## config.mk

```make
export PLATFORM = sky130hd
export DESIGN_NAME = mips32_hazard_ctrl
export DESIGN_NICKNAME = d
export VERILOG_FILES = /design/src/rtl/mips32_pkg.sv /design/src/rtl/mips32_dep_decode.sv /design/src/rtl/mips32_hazard_ctrl.sv
export SDC_FILE = /design/constraint.sdc
export NUM_CORES = 1
export LEC_CHECK = 0
export ABC_CLOCK_PERIOD_IN_PS = 3870
export BUFFER_PORTS_ARGS = -buffer_cell sky130_fd_sc_hd__buf_4
export CAP_MARGIN = 15
export CORE_ASPECT_RATIO = 0.8
export CORE_MARGIN = 5
export CORE_UTILIZATION = 35
export DETAILED_ROUTE_END_ITERATION = 12
export PLACE_DENSITY_LB_ADDON = 0.1
export SLEW_MARGIN = 20
export SYNTH_ARGS = -nofsm -noshare
export SYNTH_HDL_FRONTEND = slang
export SYNTH_SLANG_ARGS = --single-unit
```

## constraint.sdc

```tcl
create_clock -name clk1 -period 3.87 [get_ports clk1]
set_input_delay 0.387 -clock clk1 [delete_from_list [all_inputs] [get_ports clk1]]
set_output_delay 0.387 -clock clk1 [all_outputs]
set_load 0.02 [all_outputs]
```

## src/rtl/mips32_pkg.sv

```systemverilog
// Shared MIPS32 definitions: opcodes, opcode classes and pipeline latency defaults.
// Used by both the hazard controller and the datapath.
package mips32_pkg;

    localparam logic [5:0] OP_ADD   = 6'b000000;
    localparam logic [5:0] OP_SUB   = 6'b000001;
    localparam logic [5:0] OP_AND   = 6'b000010;
    localparam logic [5:0] OP_OR    = 6'b000011;
    localparam logic [5:0] OP_SLT   = 6'b000100;
    localparam logic [5:0] OP_MUL   = 6'b000101;
    localparam logic [5:0] OP_LW    = 6'b001000;
    localparam logic [5:0] OP_SW    = 6'b001001;
    localparam logic [5:0] OP_ADDI  = 6'b001010;
    localparam logic [5:0] OP_SUBI  = 6'b001011;
    localparam logic [5:0] OP_SLTI  = 6'b001100;
    localparam logic [5:0] OP_BNEQZ = 6'b001101;
    localparam logic [5:0] OP_BEQZ  = 6'b001110;
    localparam logic [5:0] OP_HLT   = 6'b111111;

    localparam int WB_LAT_DEF = 3;

    typedef enum logic [2:0] {
        CLS_RR,
        CLS_RI,
        CLS_SW,
        CLS_BR,
        CLS_HLT,
        CLS_NOP
    } op_class_e;

    // LW shares the RI register usage pattern (src rs, dst rt)
    function automatic op_class_e op_class(input logic [5:0] opcode);
        op_class_e cls;
        case (opcode)
            OP_ADD, OP_SUB, OP_AND, OP_OR, OP_SLT, OP_MUL: cls = CLS_RR;
            OP_ADDI, OP_SUBI, OP_SLTI, OP_LW:              cls = CLS_RI;
            OP_SW:                                         cls = CLS_SW;
            OP_BNEQZ, OP_BEQZ:                             cls = CLS_BR;
            OP_HLT:                                        cls = CLS_HLT;
            default:                                       cls = CLS_NOP;
        endcase
        return cls;
    endfunction

endpackage

```

## src/rtl/mips32_dep_decode.sv

```systemverilog
// Register-dependency decode of the instruction in ID: which registers it reads and writes.
module mips32_dep_decode
    import mips32_pkg::*;
(
    input  logic [31:0] id_instr,
    output logic        src1_vld,
    output logic [4:0]  src1_idx,
    output logic        src2_vld,
    output logic [4:0]  src2_idx,
    output logic        dst_vld,
    output logic [4:0]  dst_idx,
    output logic        is_hlt
);

    op_class_e cls_s;

    assign cls_s = op_class(id_instr[31:26]);

    // Map opcode class to source/destination register usage
    always_comb begin
        src1_vld = 1'b0;
        src1_idx = id_instr[25:21];
        src2_vld = 1'b0;
        src2_idx = id_instr[20:16];
        dst_vld  = 1'b0;
        dst_idx  = 5'd0;
        is_hlt   = 1'b0;
        case (cls_s)
            CLS_RR: begin
                src1_vld = 1'b1;
                src2_vld = 1'b1;
                dst_vld  = 1'b1;
                dst_idx  = id_instr[15:11];
            end
            CLS_RI: begin
                src1_vld = 1'b1;
                dst_vld  = 1'b1;
                dst_idx  = id_instr[20:16];
            end
            CLS_SW: begin
                src1_vld = 1'b1;
                src2_vld = 1'b1;
            end
            CLS_BR: begin
                src1_vld = 1'b1;
            end
            CLS_HLT: begin
                is_hlt = 1'b1;
            end
            default: begin
                is_hlt = 1'b0;
            end
        endcase
    end

endmodule

```

## src/rtl/mips32_hazard_ctrl.sv

```systemverilog
// Scoreboard-based pipeline controller: RAW stalls, taken-branch flush and HLT drain/halt sequencing.
module mips32_hazard_ctrl
    import mips32_pkg::*;
#(
    parameter int WB_LAT = WB_LAT_DEF,
    parameter int CNT_W  = 16
) (
    input  logic             clk1,
    input  logic             rst_n,
    input  logic             id_valid,
    input  logic [31:0]      id_instr,
    input  logic             ex_br_taken,
    output logic             pc_en,
    output logic             ifid_en,
    output logic             ifid_flush,
    output logic             idex_bubble,
    output logic             halted,
    output logic [31:0]      busy_mask,
    output logic [CNT_W-1:0] stall_cnt
);

    localparam int SB_W = $clog2(WB_LAT + 1);
    localparam logic [SB_W-1:0] SB_LOAD = SB_W'(WB_LAT);

    typedef enum logic [1:0] {
        ST_RUN   = 2'd0,
        ST_DRAIN = 2'd1,
        ST_HALT  = 2'd2
    } state_e;

    state_e            state_r;
    state_e            state_next_s;
    logic [SB_W-1:0]   sb_cnt_r [1:31];
    logic [31:0]       busy_mask_s;
    logic [CNT_W-1:0]  stall_cnt_r;
    logic              halted_r;

    logic              src1_vld_s;
    logic [4:0]        src1_idx_s;
    logic              src2_vld_s;
    logic [4:0]        src2_idx_s;
    logic              dst_vld_s;
    logic [4:0]        dst_idx_s;
    logic              is_hlt_s;
    logic              hazard_s;
    logic              issue_s;
    logic              stall_inc_s;

    mips32_dep_decode u_dep_decode (
        .id_instr (id_instr),
        .src1_vld (src1_vld_s),
        .src1_idx (src1_idx_s),
        .src2_vld (src2_vld_s),
        .src2_idx (src2_idx_s),
        .dst_vld  (dst_vld_s),
        .dst_idx  (dst_idx_s),
        .is_hlt   (is_hlt_s)
    );

    // Busy view of the scoreboard; R0 is hardwired idle so it never causes a stall
    always_comb begin
        busy_mask_s = 32'd0;
        for (int r = 1; r < 32; r++) begin
            busy_mask_s[r] = (sb_cnt_r[r] != SB_W'(0));
        end
    end

    assign hazard_s = id_valid &
                      ((src1_vld_s & busy_mask_s[src1_idx_s]) |
                       (src2_vld_s & busy_mask_s[src2_idx_s]));

    // FSM next state and same-cycle pipeline control
    always_comb begin
        state_next_s = state_r;
        pc_en        = 1'b0;
        ifid_en      = 1'b0;
        ifid_flush   = 1'b0;
        idex_bubble  = 1'b1;
        issue_s      = 1'b0;
        stall_inc_s  = 1'b0;
        if (!rst_n) begin
            ifid_flush   = 1'b1;
            state_next_s = ST_RUN;
        end else begin
            case (state_r)
                ST_RUN: begin
                    if (ex_br_taken) begin
                        ifid_flush = 1'b1;
                        pc_en      = 1'b1;
                        ifid_en    = 1'b1;
                    end else if (hazard_s) begin
                        stall_inc_s = 1'b1;
                    end else if (id_valid && is_hlt_s) begin
                        state_next_s = ST_DRAIN;
                    end else begin
                        pc_en       = 1'b1;
                        ifid_en     = 1'b1;
                        idex_bubble = 1'b0;
                        issue_s     = id_valid;
                    end
                end
                ST_DRAIN: begin
                    if (busy_mask_s == 32'd0) begin
                        state_next_s = ST_HALT;
                    end else begin
                        state_next_s = ST_DRAIN;
                    end
                end
                ST_HALT: begin
                    state_next_s = ST_HALT;
                end
                default: begin
                    state_next_s = ST_RUN;
                end
            endcase
        end
    end

    // State register
    always_ff @(posedge clk1) begin
        if (!rst_n) begin
            state_r <= ST_RUN;
        end else begin
            state_r <= state_next_s;
        end
    end

    // Scoreboard countdown; a fresh issue to the same register wins over the decrement
    always_ff @(posedge clk1) begin
        for (int r = 1; r < 32; r++) begin
            if (!rst_n) begin
                sb_cnt_r[r] <= SB_W'(0);
            end else if (issue_s && dst_vld_s && (dst_idx_s == 5'(r))) begin
                sb_cnt_r[r] <= SB_LOAD;
            end else if (sb_cnt_r[r] != SB_W'(0)) begin
                sb_cnt_r[r] <= sb_cnt_r[r] - SB_W'(1);
            end else begin
                sb_cnt_r[r] <= sb_cnt_r[r];
            end
        end
    end

    // Saturating RAW-stall statistics counter
    always_ff @(posedge clk1) begin
        if (!rst_n) begin
            stall_cnt_r <= {CNT_W{1'b0}};
        end else if (stall_inc_s && (stall_cnt_r != {CNT_W{1'b1}})) begin
            stall_cnt_r <= stall_cnt_r + {{(CNT_W-1){1'b0}}, 1'b1};
        end else begin
            stall_cnt_r <= stall_cnt_r;
        end
    end

    // Sticky halt flag, raised together with entry into HALT
    always_ff @(posedge clk1) begin
        if (!rst_n) begin
            halted_r <= 1'b0;
        end else begin
            halted_r <= halted_r | (state_next_s == ST_HALT);
        end
    end

    assign halted    = halted_r;
    assign busy_mask = busy_mask_s;
    assign stall_cnt = stall_cnt_r;

endmodule

```

==> run metrics <==
kind of critical path=reg2out; R2R cell count=10; global-route wire length before repair=24,300 µm; final core utilization=around 43%; Ys Warns=0; Residual DRC=0; post-synth net total=~660; Tcrit/Tclk final=~93%; r2r endpoint=stall_cnt[5]; Num CTS Buffers=9; Via density=5.52; crit path launch type=flip-flop; Sinks on Clock Net=81; hold path depth=3; sequential standard cell area=about 2200 µm²; Cells after Synth=slightly below 600; Post-CTS Resized=0; TritonRoute pass-1 iters=5; initial antenna violation count=0; Worst Hold Path EP=state_r[0]; Synth cell types=61; Wirelength per Cell=~18 µm; number of flops mapped to enable cells by yosys=62; Worst-path clk slew=0.06 ns; critical path required time=3.48 ns; WP data arrival=3.22 ns; # nets final=about 740; synthesized cell area=roughly 5400 µm²; origin of the critical flop-to-flop path=sb_cnt_r[0][38]; gr usage total=17.5%; post-route setup slack=about 0.26 ns; grt ovf=0; routability cong.=between 0.7 and 0.8; Seq cells post-synth=81; Post-DRT Antenna Nets=0; CTS tree=built; H-tree Lvls=3; via count=roughly 4,700; vias in the first global route=~4,700; largest net degree at the start of global routing=between 70 and 80; async set-reset flop share out of synthesis=0%; Multi-input gate area=2630 µm²; # port buffers=between 70 and 80; Fin. Hold Viols=0; Post-Place Setup Slack=0.528 ns; die width=about 150 µm; Lkg Pwr=2.69 nW; outcome=finished clean; ant diodes=0; Layout Skew=about 0.0088 ns; hold_sp=rst_n; Peak VDD IR=about 330 µV; Synth Flop Type=edfxtp_1; Max clock buf depth=2; Starting DRT DRC Count=just over 400; Layout area overhead=20.0%; Pwr per Cell Area=roughly 720 nW/µm²; Slew HR=34.6%; critical path fanouts, max=5; row cnt=40; RSZ-0062 raised after global routing=no; Avg Cell Area, Syn=~9.1 µm²; HP Class=in2reg; filler cell count=1,487; setup TNS=0 ns; WL final=about 15,000 µm; Max Slew Vio Count=0; worst-skew pair later-pin latency=0.35 ns; Core Region=about 15,000 µm²; post-synthesis sequential area ratio=approximately two fifths; die area=17,900 µm²; post-CTS setup repair buffer count=0; io pins=between 80 and 90; min Tclk post-route=~3.6 ns; biggest area consumer among synthesized cells=edfxtp_1; post-synth top area share=around a third; Clk Tree Root Cell=clkbuf_16; Die Ht=121 µm; Max-Cap Viols=0; Initial Util=a little over a third; Reg2Reg Setup Slack=slightly below 0.6 ns; layout cells sized above 1=18.2%; Worst-Margin Slew=approximately 0.97 ns; Fmax=about 280 MHz; Final setup violation count=0; CP endpoint kind=primary output; hpwl dp=11,500 µm; Hold-fix buffers, CTS=0; Area contributors post-synth=edfxtp_1 35%, ha_1 7.9%, inv_1 7.2%
==> worst max-delay path by stage <==
stage	slack (ns)	to	from
after floorplan	1.07	sb_cnt_r[0][8]	sb_cnt_r[0][42]
after global placement	0.61	sb_cnt_r[0][29]	id_instr[27]
after detailed placement	0.53	sb_cnt_r[0][26]	id_instr[27]
after CTS	0.25	pc_en	sb_cnt_r[0][34]
after global routing	0.04	pc_en	sb_cnt_r[0][38]
final	0.26	pc_en	sb_cnt_r[0][38]
==> worst max-delay path, cell delays in order, from the launching register on <==
cell,delay (ns)
edfxtp_1,0.35
inv_1,0.05
ha_1,0.27
mux4_2,0.49
mux2i_1,0.26
nand2_1,0.09
a211oi_1,0.56
nor3_1,0.20
o21ba_1,0.23
o211a_1,0.23
buf_4,0.16
==> cell usage in the layout (no fill, tap or decap), types with 3 or more instances in the layout <==
cell,Yosys,layout
a211oi_1,3,3
a21oi_1,9,9
and2_1,3,3
and3_1,5,5
buf_4,3,88
clkbuf_1,10,3
clkbuf_16,0,10
dfxtp_1,19,19
edfxtp_1,62,62
ha_1,34,34
inv_1,103,103
mux2_2,3,3
mux2i_1,8,8
mux4_2,12,12
nand2_1,60,60
nand3_1,62,62
nand3b_1,4,4
nand4_1,9,9
nor2_1,16,16
nor2b_1,4,4
nor3_1,10,10
nor4_1,8,7
o2111ai_1,4,4
o211ai_1,7,7
o21a_1,4,4
o21ai_0,20,20
o21ai_1,40,40
o22ai_1,12,12
o31a_1,3,3
o31ai_1,3,3
or3_1,5,5
==> cell usage after synthesis, drive strengths merged, types with 4 or more instances <==
cell type / count
inv: 103
edfxtp: 62
nand3: 62
nand2: 60
o21ai: 60
ha: 34
dfxtp: 19
nor2: 16
buf: 15
mux4: 12
o22ai: 12
clkbuf: 10
nor3: 10
a21oi: 9
nand4: 9
mux2i: 8
nor4: 8
o211ai: 7
and3: 5
or3: 5
mux2: 4
nand3b: 4
nor2b: 4
o2111ai: 4
o21a: 4
==> cell families after synthesis <==
kind of cell	count (synthesis)	share of synthesized area (%)
simple gates	194	17.7
buf+inv	129	9.51
compound gates	126	15.4
flops	81	41.8
fa+ha+maj	34	7.92
mux	24	7.36
xor+xnor	2	0.326
other cells	1	0.0698
==> metrics by stage <==
stage               cells  total power, mW  hold WS (ns)  instance area [µm²]
finish                859             4.66         0.346                 6450
global route          859             5.01         0.370                 6450
detailed placement    843             3.85         0.484                 6160
CTS                   859             4.71         0.328                 6450
floorplan             591             2.99         0.542                 5370
global placement      843             3.74         0.461                 6160
==> metal layers <==
metal  vias up  GRT usage, %  share of wire, %
met5         -             0                 0
met4         0          5.77               2.0
met3        26          5.02               6.1
met2       141          28.3                48
met1      2288          22.5                44
li1       2289             -                 -
==> registers in the layout, summed over array words and instances (netlist names) <==
register   cells
halted         1
sb_cnt_r      62
stall_cnt     16
state_r        2
==> power by group <==
| part | switching (mW) | internal (mW) |
|---|---|---|
| clock | 0.341 | 0.490 |
| combinational | 1.40 | 0.920 |
| sequential | 0.126 | 1.38 |
| total | 1.87 | 2.79 |
==> layout make-up <==
| type | count | area share, % |
|---|---|---|
| multi-input combinational | 381 | 40.8 |
| timing repair buffer | 88 | 10.2 |
| clock buffer | 14 | 4.27 |
| inverter | 104 | 6.06 |
| sequential | 81 | 34.8 |
| clock inverter | 2 | 0.155 |
| tap | 189 | 3.67 |
Power figures use the tool's default switching activity.
